===== src/rtl/sodor5_verif_pkg.sv =====
// sodor5_verif_pkg: shared state encoding, constants and LFSR helpers for the sodor5 stimulus sequencer.
package sodor5_verif_pkg;

    typedef enum logic [2:0] {
        S_IDLE,
        S_RF_INIT,
        S_DMEM_INIT,
        S_RUN,
        S_DRAIN,
        S_DONE
    } state_t;

    localparam logic [31:0] NOP       = 32'h00000013;
    localparam logic [6:0]  OPC_RTYPE = 7'b0110011;
    localparam logic [31:0] LFSR_POLY = 32'h80200003;

    function automatic logic [31:0] lfsr_next(input logic [31:0] x);
        return (x >> 1) ^ (x[0] ? LFSR_POLY : 32'd0);
    endfunction

    // An all-zero state would lock the LFSR, so zero seeds become 1.
    function automatic logic [31:0] fix_seed(input logic [31:0] s);
        return (s == 32'd0) ? 32'd1 : s;
    endfunction

endpackage


===== src/rtl/sodor5_lfsr32.sv =====
// sodor5_lfsr32: 32-bit Galois LFSR with seed load and advance enable.
module sodor5_lfsr32 #(
    parameter logic [31:0] RESET_SEED = 32'h00000001
) (
    input  logic        clk,
    input  logic        reset_n,
    input  logic        load,
    input  logic [31:0] seed,
    input  logic        advance,
    output logic [31:0] value
);
    import sodor5_verif_pkg::*;

    always_ff @(posedge clk or negedge reset_n) begin
        if (!reset_n)
            value <= fix_seed(RESET_SEED);
        else if (load)
            value <= fix_seed(seed);
        else if (advance)
            value <= lfsr_next(value);
    end

endmodule


===== src/rtl/sodor5_stim_sequencer.sv =====
// sodor5_stim_sequencer: initializes RF/DMEM under core reset, then streams random R-type
// instructions with valid/ready flow control followed by a NOP drain.
module sodor5_stim_sequencer #(
    parameter int          NUM_REGS     = 32,
    parameter int          DMEM_WORDS   = 16,
    parameter int          NUM_INSTRS   = 100,
    parameter int          DRAIN_CYCLES = 5,
    parameter logic [31:0] SEED         = 32'h000003F2,
    localparam int         AW           = $clog2(DMEM_WORDS)
) (
    input  logic          clk,
    input  logic          reset_n,
    input  logic          start,
    input  logic          instr_ready,
    output logic          rf_we,
    output logic [4:0]    rf_waddr,
    output logic [31:0]   rf_wdata,
    output logic          dmem_we,
    output logic [AW-1:0] dmem_waddr,
    output logic [31:0]   dmem_wdata,
    output logic          core_reset,
    output logic [31:0]   instr,
    output logic          instr_valid,
    output logic          busy,
    output logic          done,
    output logic [15:0]   instr_count
);
    import sodor5_verif_pkg::*;

    localparam logic [15:0] RF_LAST    = 16'(NUM_REGS - 1);
    localparam logic [15:0] DMEM_LAST  = 16'(DMEM_WORDS - 1);
    localparam logic [15:0] INSTR_LAST = 16'(NUM_INSTRS - 1);
    localparam logic [15:0] DRAIN_LAST = 16'(DRAIN_CYCLES - 1);

    state_t      state, state_nxt;
    logic [15:0] idx;
    logic [31:0] lfsr;
    logic        idle_like, launch, xfer;

    assign idle_like = (state == S_IDLE) || (state == S_DONE);
    assign launch    = idle_like && start;
    assign xfer      = instr_valid && instr_ready;

    sodor5_lfsr32 #(.RESET_SEED(SEED)) u_lfsr (
        .clk     (clk),
        .reset_n (reset_n),
        .load    (launch),
        .seed    (SEED),
        .advance ((state == S_RF_INIT) || (state == S_RUN && xfer)),
        .value   (lfsr)
    );

    always_ff @(posedge clk or negedge reset_n) begin
        if (!reset_n)
            state <= S_IDLE;
        else
            state <= state_nxt;
    end

    always_comb begin
        state_nxt = state;
        case (state)
            S_IDLE, S_DONE: state_nxt = start ? S_RF_INIT : state;
            S_RF_INIT:      state_nxt = (idx == RF_LAST) ? S_DMEM_INIT : state;
            S_DMEM_INIT:    state_nxt = (idx == DMEM_LAST) ? S_RUN : state;
            S_RUN:          state_nxt = (xfer && instr_count == INSTR_LAST) ? S_DRAIN : state;
            S_DRAIN:        state_nxt = (xfer && idx == DRAIN_LAST) ? S_DONE : state;
            default:        state_nxt = S_IDLE;
        endcase
    end

    // One index serves every phase; it restarts at 0 whenever the phase changes.
    always_ff @(posedge clk or negedge reset_n) begin
        if (!reset_n)
            idx <= 16'd0;
        else if (state_nxt != state)
            idx <= 16'd0;
        else if (state == S_RF_INIT || state == S_DMEM_INIT || (state == S_DRAIN && xfer))
            idx <= idx + 16'd1;
    end

    always_ff @(posedge clk or negedge reset_n) begin
        if (!reset_n)
            instr_count <= 16'd0;
        else if (launch)
            instr_count <= 16'd0;
        else if (state == S_RUN && xfer)
            instr_count <= instr_count + 16'd1;
    end

    always_comb begin
        rf_we       = state == S_RF_INIT;
        rf_waddr    = idx[4:0];
        rf_wdata    = lfsr;
        dmem_we     = state == S_DMEM_INIT;
        dmem_waddr  = idx[AW-1:0];
        dmem_wdata  = {8{idx[3:0]}};
        core_reset  = (state == S_IDLE) || (state == S_RF_INIT) || (state == S_DMEM_INIT);
        instr_valid = (state == S_RUN) || (state == S_DRAIN);
        instr       = (state == S_RUN) ? {7'd0, lfsr[17:13], lfsr[12:8], lfsr[7:5], lfsr[4:0], OPC_RTYPE} : NOP;
        busy        = !idle_like;
        done        = state == S_DONE;
    end

endmodule


===== config.mk =====
export PLATFORM = sky130hd
export DESIGN_NAME = sodor5_stim_sequencer
export DESIGN_NICKNAME = d
export VERILOG_FILES = /design/src/rtl/sodor5_verif_pkg.sv /design/src/rtl/sodor5_lfsr32.sv /design/src/rtl/sodor5_stim_sequencer.sv
export SDC_FILE = /design/constraint.sdc
export NUM_CORES = 1
export LEC_CHECK = 0
export ABC_AREA = 0
export CAP_MARGIN = 0
export CORE_UTILIZATION = 43
export DETAILED_ROUTE_END_ITERATION = 7
export GPL_ROUTABILITY_DRIVEN = 0
export HOLD_SLACK_MARGIN = 0.02
export PLACE_DENSITY = 0.87
export SYNTH_ARGS = -nofsm -noshare
export SYNTH_HDL_FRONTEND = slang
export SYNTH_SLANG_ARGS = --single-unit

===== constraint.sdc =====
create_clock -name clk -period 2.2 [get_ports clk]
set_clock_uncertainty 0.2 [all_clocks]
set_input_delay 0.44 -clock clk [delete_from_list [all_inputs] [get_ports clk]]
set_output_delay 0.44 -clock clk [all_outputs]
set_load 0.01 [all_outputs]

* Yosys cells after proc, flatten, opt, wreduce, memory -nomap -nowiden
Index checks and enable logic that the tools add are counted.
** Cells by class
- Add/sub/neg operators :: 2
- Equal/unequal tests :: 10
- Multiplexer cells :: 14
- Bitwise gates (word level) :: 1
- Reduce and logical (&&, ||, !) cells :: 19
** Operators by type and width (number)
- $mux W32 :: 3
- $mux W16 :: 4
- $add A16 B1 Y16 const B :: 2
- $xor A31 B32 Y32 :: 1
- $mux W25 :: 1
- $eq A16 B3 Y1 const B :: 1
- $eq A16 B4 Y1 const B :: 1
- $eq A16 B5 Y1 const B :: 1
- $eq A16 B7 Y1 const B :: 1
- $mux W3 :: 5
- $pmux W3 S5 :: 1
- $logic_or A1 B1 Y1 :: 7
- $eq A3 B2 Y1 const B :: 2
- $eq A3 B3 Y1 const B :: 2
- $logic_and A1 B1 Y1 :: 6
- $reduce_bool A2 Y1 :: 3
- $eq A3 B1 Y1 const B :: 1
- $logic_not A3 Y1 :: 1
- $ne A3 B3 Y1 :: 1
- $reduce_or A2 Y1 :: 1
- $logic_not A1 Y1 :: 1
** Storage, ports and cells
- Bits in registers :: 67
- Input port bits :: 4
- Output and inout bits :: 127
- Logic and storage cells :: 50

* Depth between registers and ports, before layout
- Depth in word-level cells :: 8
- Depth in mapped cells :: 8
- Gate-level depth less buffers :: 6

* Modules after synthesis
From an unflattened synthesis, not the netlist that was laid out.
** Unflattened totals
- Cell total of the unflattened synthesis :: 472
- Area, all modules :: 4269.1 µm²
** By module, submodules not included
- sodor5_stim_sequencer :: instances 1, cells an instance 317, area an instance 2666.3 µm², sequential area each 875.8 µm²
- sodor5_lfsr32 :: instances 1, cells an instance 155, area an instance 1602.8 µm², sequential area each 809.5 µm²

* Least setup slack after synthesis
No wires, ideal clock.
- Path kind :: flip-flop to flip-flop
- From :: register idx[1]
- To :: register idx[14]
- Setup time :: 0.087 ns
- Data arrival time :: 1.926 ns
- Required time :: 1.913 ns
- Path slack :: -0.013 ns
- Stages on the path, launching flop included :: 7
- Buffers on the path :: 1
- Period minus slack after synthesis :: 2.213 ns
- Path through :: dfrtp_1 ha_1 nand4b_1 o22a_1 buf_6 or4_4 a211oi_2
** Between the ends
- Cells in the longest elaborated chain, start to end :: 6
- Elaborated cells on any way between the ends :: 13
- Those cells by class :: add/sub: 1; eq/ne: 4; mux: 6; reduce/logical: 2
** RTL lines
- from (decl) :: line sodor5_stim_sequencer.sv:36 : logic [15:0] idx;
- from (signal assigned) :: line sodor5_stim_sequencer.sv:79 : idx <= idx + 16'd1;
- $eq A16 B3 Y1 :: line sodor5_stim_sequencer.sv:67 : S_DRAIN: state_nxt = (xfer && idx == DRAIN_LAST) ? S_DONE : state;
- $logic_and A1 B1 Y1 :: line sodor5_stim_sequencer.sv:67
- $mux W3 :: line sodor5_stim_sequencer.sv:67
- $pmux W3 S5 :: line sodor5_stim_sequencer.sv:62 : case (state)
- $ne A3 B3 Y1 :: line sodor5_stim_sequencer.sv:76 : else if (state_nxt != state)
- $mux W16 / $reduce_bool A2 Y1 (equally long branches)
Several ways; a longest one is shown, not always the timed one. The select of a mux whose other input is x is not followed.
A chain may end at the register's enable or synchronous reset.

* Worst setup path in the final report
- From :: register state[1]
- To :: register idx[5]
** Between the ends
- Cells in the longest elaborated chain, start to end :: 8
- Elaborated cells on any way between the ends :: 23
- Those cells by class :: eq/ne: 6; mux: 7; reduce/logical: 10
** RTL lines
- from (decl) :: line sodor5_stim_sequencer.sv:35 : state_t state, state_nxt;
- from (signal assigned) :: line sodor5_stim_sequencer.sv:57 : state <= state_nxt;
- $eq A3 B2 Y1 / $eq A3 B3 Y1 (equally long branches) :: line sodor5_stim_sequencer.sv:62, sodor5_stim_sequencer.sv:99, sodor5_stim_sequencer.sv:78
- $logic_or A1 B1 Y1 :: line sodor5_stim_sequencer.sv:99 : instr_valid = (state == S_RUN) || (state == S_DRAIN);
- $logic_and A1 B1 Y1 :: line sodor5_stim_sequencer.sv:42 : assign xfer = instr_valid && instr_ready;
- $logic_and A1 B1 Y1 (on tied branches) :: line sodor5_stim_sequencer.sv:67, sodor5_stim_sequencer.sv:66
- $mux W3 (on tied branches) :: line sodor5_stim_sequencer.sv:67, sodor5_stim_sequencer.sv:66
- $pmux W3 S5 :: line sodor5_stim_sequencer.sv:62
- $ne A3 B3 Y1 :: line sodor5_stim_sequencer.sv:76
- $mux W16 / $reduce_bool A2 Y1 (equally long branches)
Several ways; a longest one is shown, not always the timed one.

==> impl_metrics.env <==
export IMPL_synthArstFlopShare_pct=100
export IMPL_hold_path_class="reg2reg"
export IMPL_synth_area_leader_cell="dfrtp_1"
export IMPL_cts_buffers=9
export IMPL_netlist_area_leader_share_pct=36.4
export IMPL_p_leak_nw=2.47
export IMPL_synthSimpleGateAreaFrac_pct=23.2
export IMPL_finalSetupViolCount=0
export IMPL_dieArea_sq_um=10000
export IMPL_cts_sink_count=67
export IMPL_cts_tree="yes"
export IMPL_wirelength_mm=11.3
export IMPL_die_x_um=100
export IMPL_cellInternalPower_mw=2.62
export IMPL_crit_type="reg2reg"
export IMPL_grt_antenna_before_repair=0
export IMPL_core_area_sq_um=9280
export IMPL_grt_usage_pct=22.8
export IMPL_ir_worst_vdd_v=0.000532
export IMPL_synth_commonest_cells="dfrtp_1 (60), buf_4 (58), nand3_1 (37)"
export IMPL_status="complete, no violations"
export IMPL_root_buffer="clkbuf_8"
export IMPL_wl_met1_mm=4.50
export IMPL_arrival_ns=2.21
export IMPL_fin_area_sq_um=5690
export IMPL_dr_max_layer_used="met4"
export IMPL_synth_xor_area_share_pct=2.12
export IMPL_synth_mux_area_share_pct=0.969
export IMPL_pwr_share_clk_pct=26.8
export IMPL_place_area_sq_um=5360
export IMPL_synth_top_family_by_area="simple AND/OR/NAND/NOR gates"
export IMPL_switchingPower_mw=1.29
export IMPL_dpl_hpwl_mm=7.78
export IMPL_synth_area_sq_um=4130
export IMPL_synth_compound_area_share_pct=16.2
export IMPL_seqPwrFrac_pct=43.4
export IMPL_routedWlPerCell_um=16.1
export IMPL_hold_viol=0
export IMPL_met3_length_um=873
export IMPL_final_max_slew_viol_count=0
export IMPL_place_ws_ns=-0.425
export IMPL_yosys_warnings=0
export IMPL_setup_slack_ns=0.0547
export IMPL_io_buffers=117
export IMPL_yosys_top_cells_area="dfrtp_1 (36%), buf_4 (11%), o31ai_1 (5.1%), nand3_1 (4.5%), dfstp_2 (4.5%)"
export IMPL_slowest_delay_ns=0.42
export IMPL_critPathMaxFanout=6
export IMPL_rsz0062_at_grt="true"
export IMPL_synth_cells=462
export IMPL_drc=0
export IMPL_ys_types=54
export IMPL_yosys_register_bits=67
export IMPL_fin_crit_sh_pct=97.5
export IMPL_critPathRequiredTime_ns=2.27
export IMPL_syn_avg_cell_area_sq_um=8.94
export IMPL_grt_pass1_vias=3710
export IMPL_met2_length_mm=5.75
export IMPL_grt_pass1_wl_mm=18.0
export IMPL_min_period_ns=2.15
export IMPL_ioPinCount=131
export IMPL_drt_first_pass_iters=5
export IMPL_cp_start_kind="flop"
export IMPL_start_util_pct=44.5
export IMPL_clk_path_buf_depth=2
export IMPL_p_sw_share_pct=33.0
export IMPL_gr_total_overflow=0
export IMPL_crit_path_end_kind="flop"
export IMPL_crit_slowest_cell="dfrtp_1"
export IMPL_power_density_nw_per_um2=688
export IMPL_vias=3935
export IMPL_utilization_pct=61.3
export IMPL_rows=35
export IMPL_die_y_um=100
export IMPL_grt_max_degree=68
export IMPL_cap_violations=0
export IMPL_drt_first_iter_violations=179
export IMPL_synth_most_common_cell="dfrtp_1"
export IMPL_drtAntennaViolNets=0
export IMPL_drive_gt1_share_pct=19.5
export IMPL_timing_fmax_ghz=0.466
export IMPL_nets=577
export IMPL_diodes=0
export IMPL_crit_path_cell_trace="buf_4, buf_4, xnor2_1, o32a_1, buf_6, or3_1, a211oi_2"
export IMPL_ys_seq_area_share_pct=40.8
export IMPL_clock_latency_ns=0.35
export IMPL_areaGrowthSynthToFinish_pct=37.7
export IMPL_power_share_combinational_pct=29.8
export IMPL_n_fill_cell=792
export IMPL_tns_ns=0
export IMPL_viasPerCell=5.59
export IMPL_htree_levels=3
export IMPL_ys_flop_type="dfrtp_1"
export IMPL_path_clk_slew_ns=0.08
export IMPL_synth_edf_count=0
export IMPL_crit_top_cell="buf_4"
export IMPL_synth_adder_area_share_pct=0.909
[metrics by stage]
stage | cells | power, mW | hold slack (ns)
finish | 704 | 3.91 | 0.303
global route | 704 | 4.12 | 0.327
CTS | 700 | 3.94 | 0.304
detailed placement | 680 | 2.93 | 0.290
global placement | 680 | 2.87 | 0.283
floorplan | 473 | 2.21 | -0.0556
[cell families after synthesis]
family	after synthesis
other cells	2
mux	4
simple gates	167
compound gates	102
buf+inv	107
fa+ha+maj	3
xor+xnor	10
flops	67
[sequential cells by signal, summed over array words and instances, names as in the netlist]
register      count
idx              16
u_lfsr.value     32
state             3
instr_count      16
[what timing repair did]
action	CTS	global route
endpoints found under the setup margin	49	50
hold endpoints to repair	60	0
hold buffers	1	0
resized for setup	28	51
buffers inserted	3	4
pin swaps	2	4
[worst max-delay path: cells and delay by family (launching register included)]
| family | cells | cell delay (ns) |
|---|---|---|
| AOI/OAI and AO/OA | 2 | 0.48 |
| buffers and inverters | 3 | 0.45 |
| DFF | 1 | 0.42 |
| xor gates and xnor gates | 1 | 0.15 |
| and+or+nand+nor | 1 | 0.37 |
[worst paths after layout]
path | slack, ns | cells after the start | to | from
hold reg to reg | 0.30 | 2 | u_lfsr.value[7]$_DFFE_PN1P_ | u_lfsr.value[7]$_DFFE_PN1P_
hold / removal | 0.30 | 2 | u_lfsr.value[7]$_DFFE_PN1P_ | u_lfsr.value[7]$_DFFE_PN1P_
max in group asynchronous | 1.03 | 3 | u_lfsr.value[6]$_DFFE_PN1P_ | reset_n
setup reg to reg | 0.05 | 7 | idx[5]$_DFFE_PN0P_ | state[1]$_DFF_PN0_
min in group asynchronous | 0.44 | 3 | u_lfsr.value[16]$_DFFE_PN0P_ | reset_n
setup / recovery | 0.05 | 7 | idx[5]$_DFFE_PN0P_ | state[1]$_DFF_PN0_
[placed cells by master (no fill, tap or decap), types with 4 or more instances in the layout]
| cell | Yosys | routed |
|---|---|---|
| a211oi_1 | 12 | 7 |
| a211oi_2 | 1 | 6 |
| a21oi_1 | 14 | 14 |
| and2_1 | 5 | 5 |
| and3_1 | 15 | 15 |
| and4_1 | 5 | 5 |
| buf_12 | 0 | 7 |
| buf_4 | 58 | 42 |
| buf_6 | 2 | 5 |
| clkbuf_2 | 0 | 12 |
| clkbuf_8 | 0 | 9 |
| clkdlybuf4s15_1 | 0 | 4 |
| clkdlybuf4s50_1 | 0 | 90 |
| conb_1 | 2 | 13 |
| dfrtp_1 | 60 | 57 |
| dfstp_2 | 7 | 7 |
| dlygate4sd2_1 | 0 | 4 |
| dlymetal6s2s_1 | 0 | 6 |
| inv_1 | 20 | 20 |
| mux2i_1 | 4 | 4 |
| nand2_1 | 25 | 24 |
| nand2b_1 | 5 | 5 |
| nand3_1 | 37 | 36 |
| nand3b_1 | 4 | 4 |
| nand4_1 | 9 | 9 |
| nor2_1 | 15 | 15 |
| nor3_1 | 8 | 8 |
| o21ai_0 | 14 | 14 |
| o21ai_1 | 16 | 16 |
| o31ai_1 | 28 | 28 |
| or3_1 | 10 | 10 |
| or4_1 | 12 | 11 |
| xnor2_1 | 6 | 5 |
| xor2_1 | 4 | 4 |
[metal layers]
layer / up-vias / GRT usage (%)
li1: 1815 / -
met1: 1904 / 28.3
met2: 194 / 39.6
met3: 22 / 4.67
met4: 0 / 8.14
met5: - / 0
[power groups by stage]
| stage | sequential (mW) | combinational [mW] | clock [mW] |
|---|---|---|---|
| floorplan | 1.75 | 0.457 | 0 |
| global placement | 1.69 | 1.18 | 0 |
| detailed placement | 1.71 | 1.22 | 0 |
| CTS | 1.69 | 1.18 | 1.06 |
| global route | 1.73 | 1.27 | 1.12 |
| finish | 1.70 | 1.17 | 1.05 |
[area by class of cell]
cell class / instances / area, sq um / area share (%)
clock buffers: 9 / 124 / 2.18
flip-flops and latches: 67 / 1690 / 29.7
well taps: 129 / 161 / 2.84
multi-input cells: 299 / 1920 / 33.8
inverters: 21 / 78.8 / 1.39
clock inverters: 7 / 75.1 / 1.32
repair buffers: 172 / 1640 / 28.8
Power figures use the tool's default switching activity.
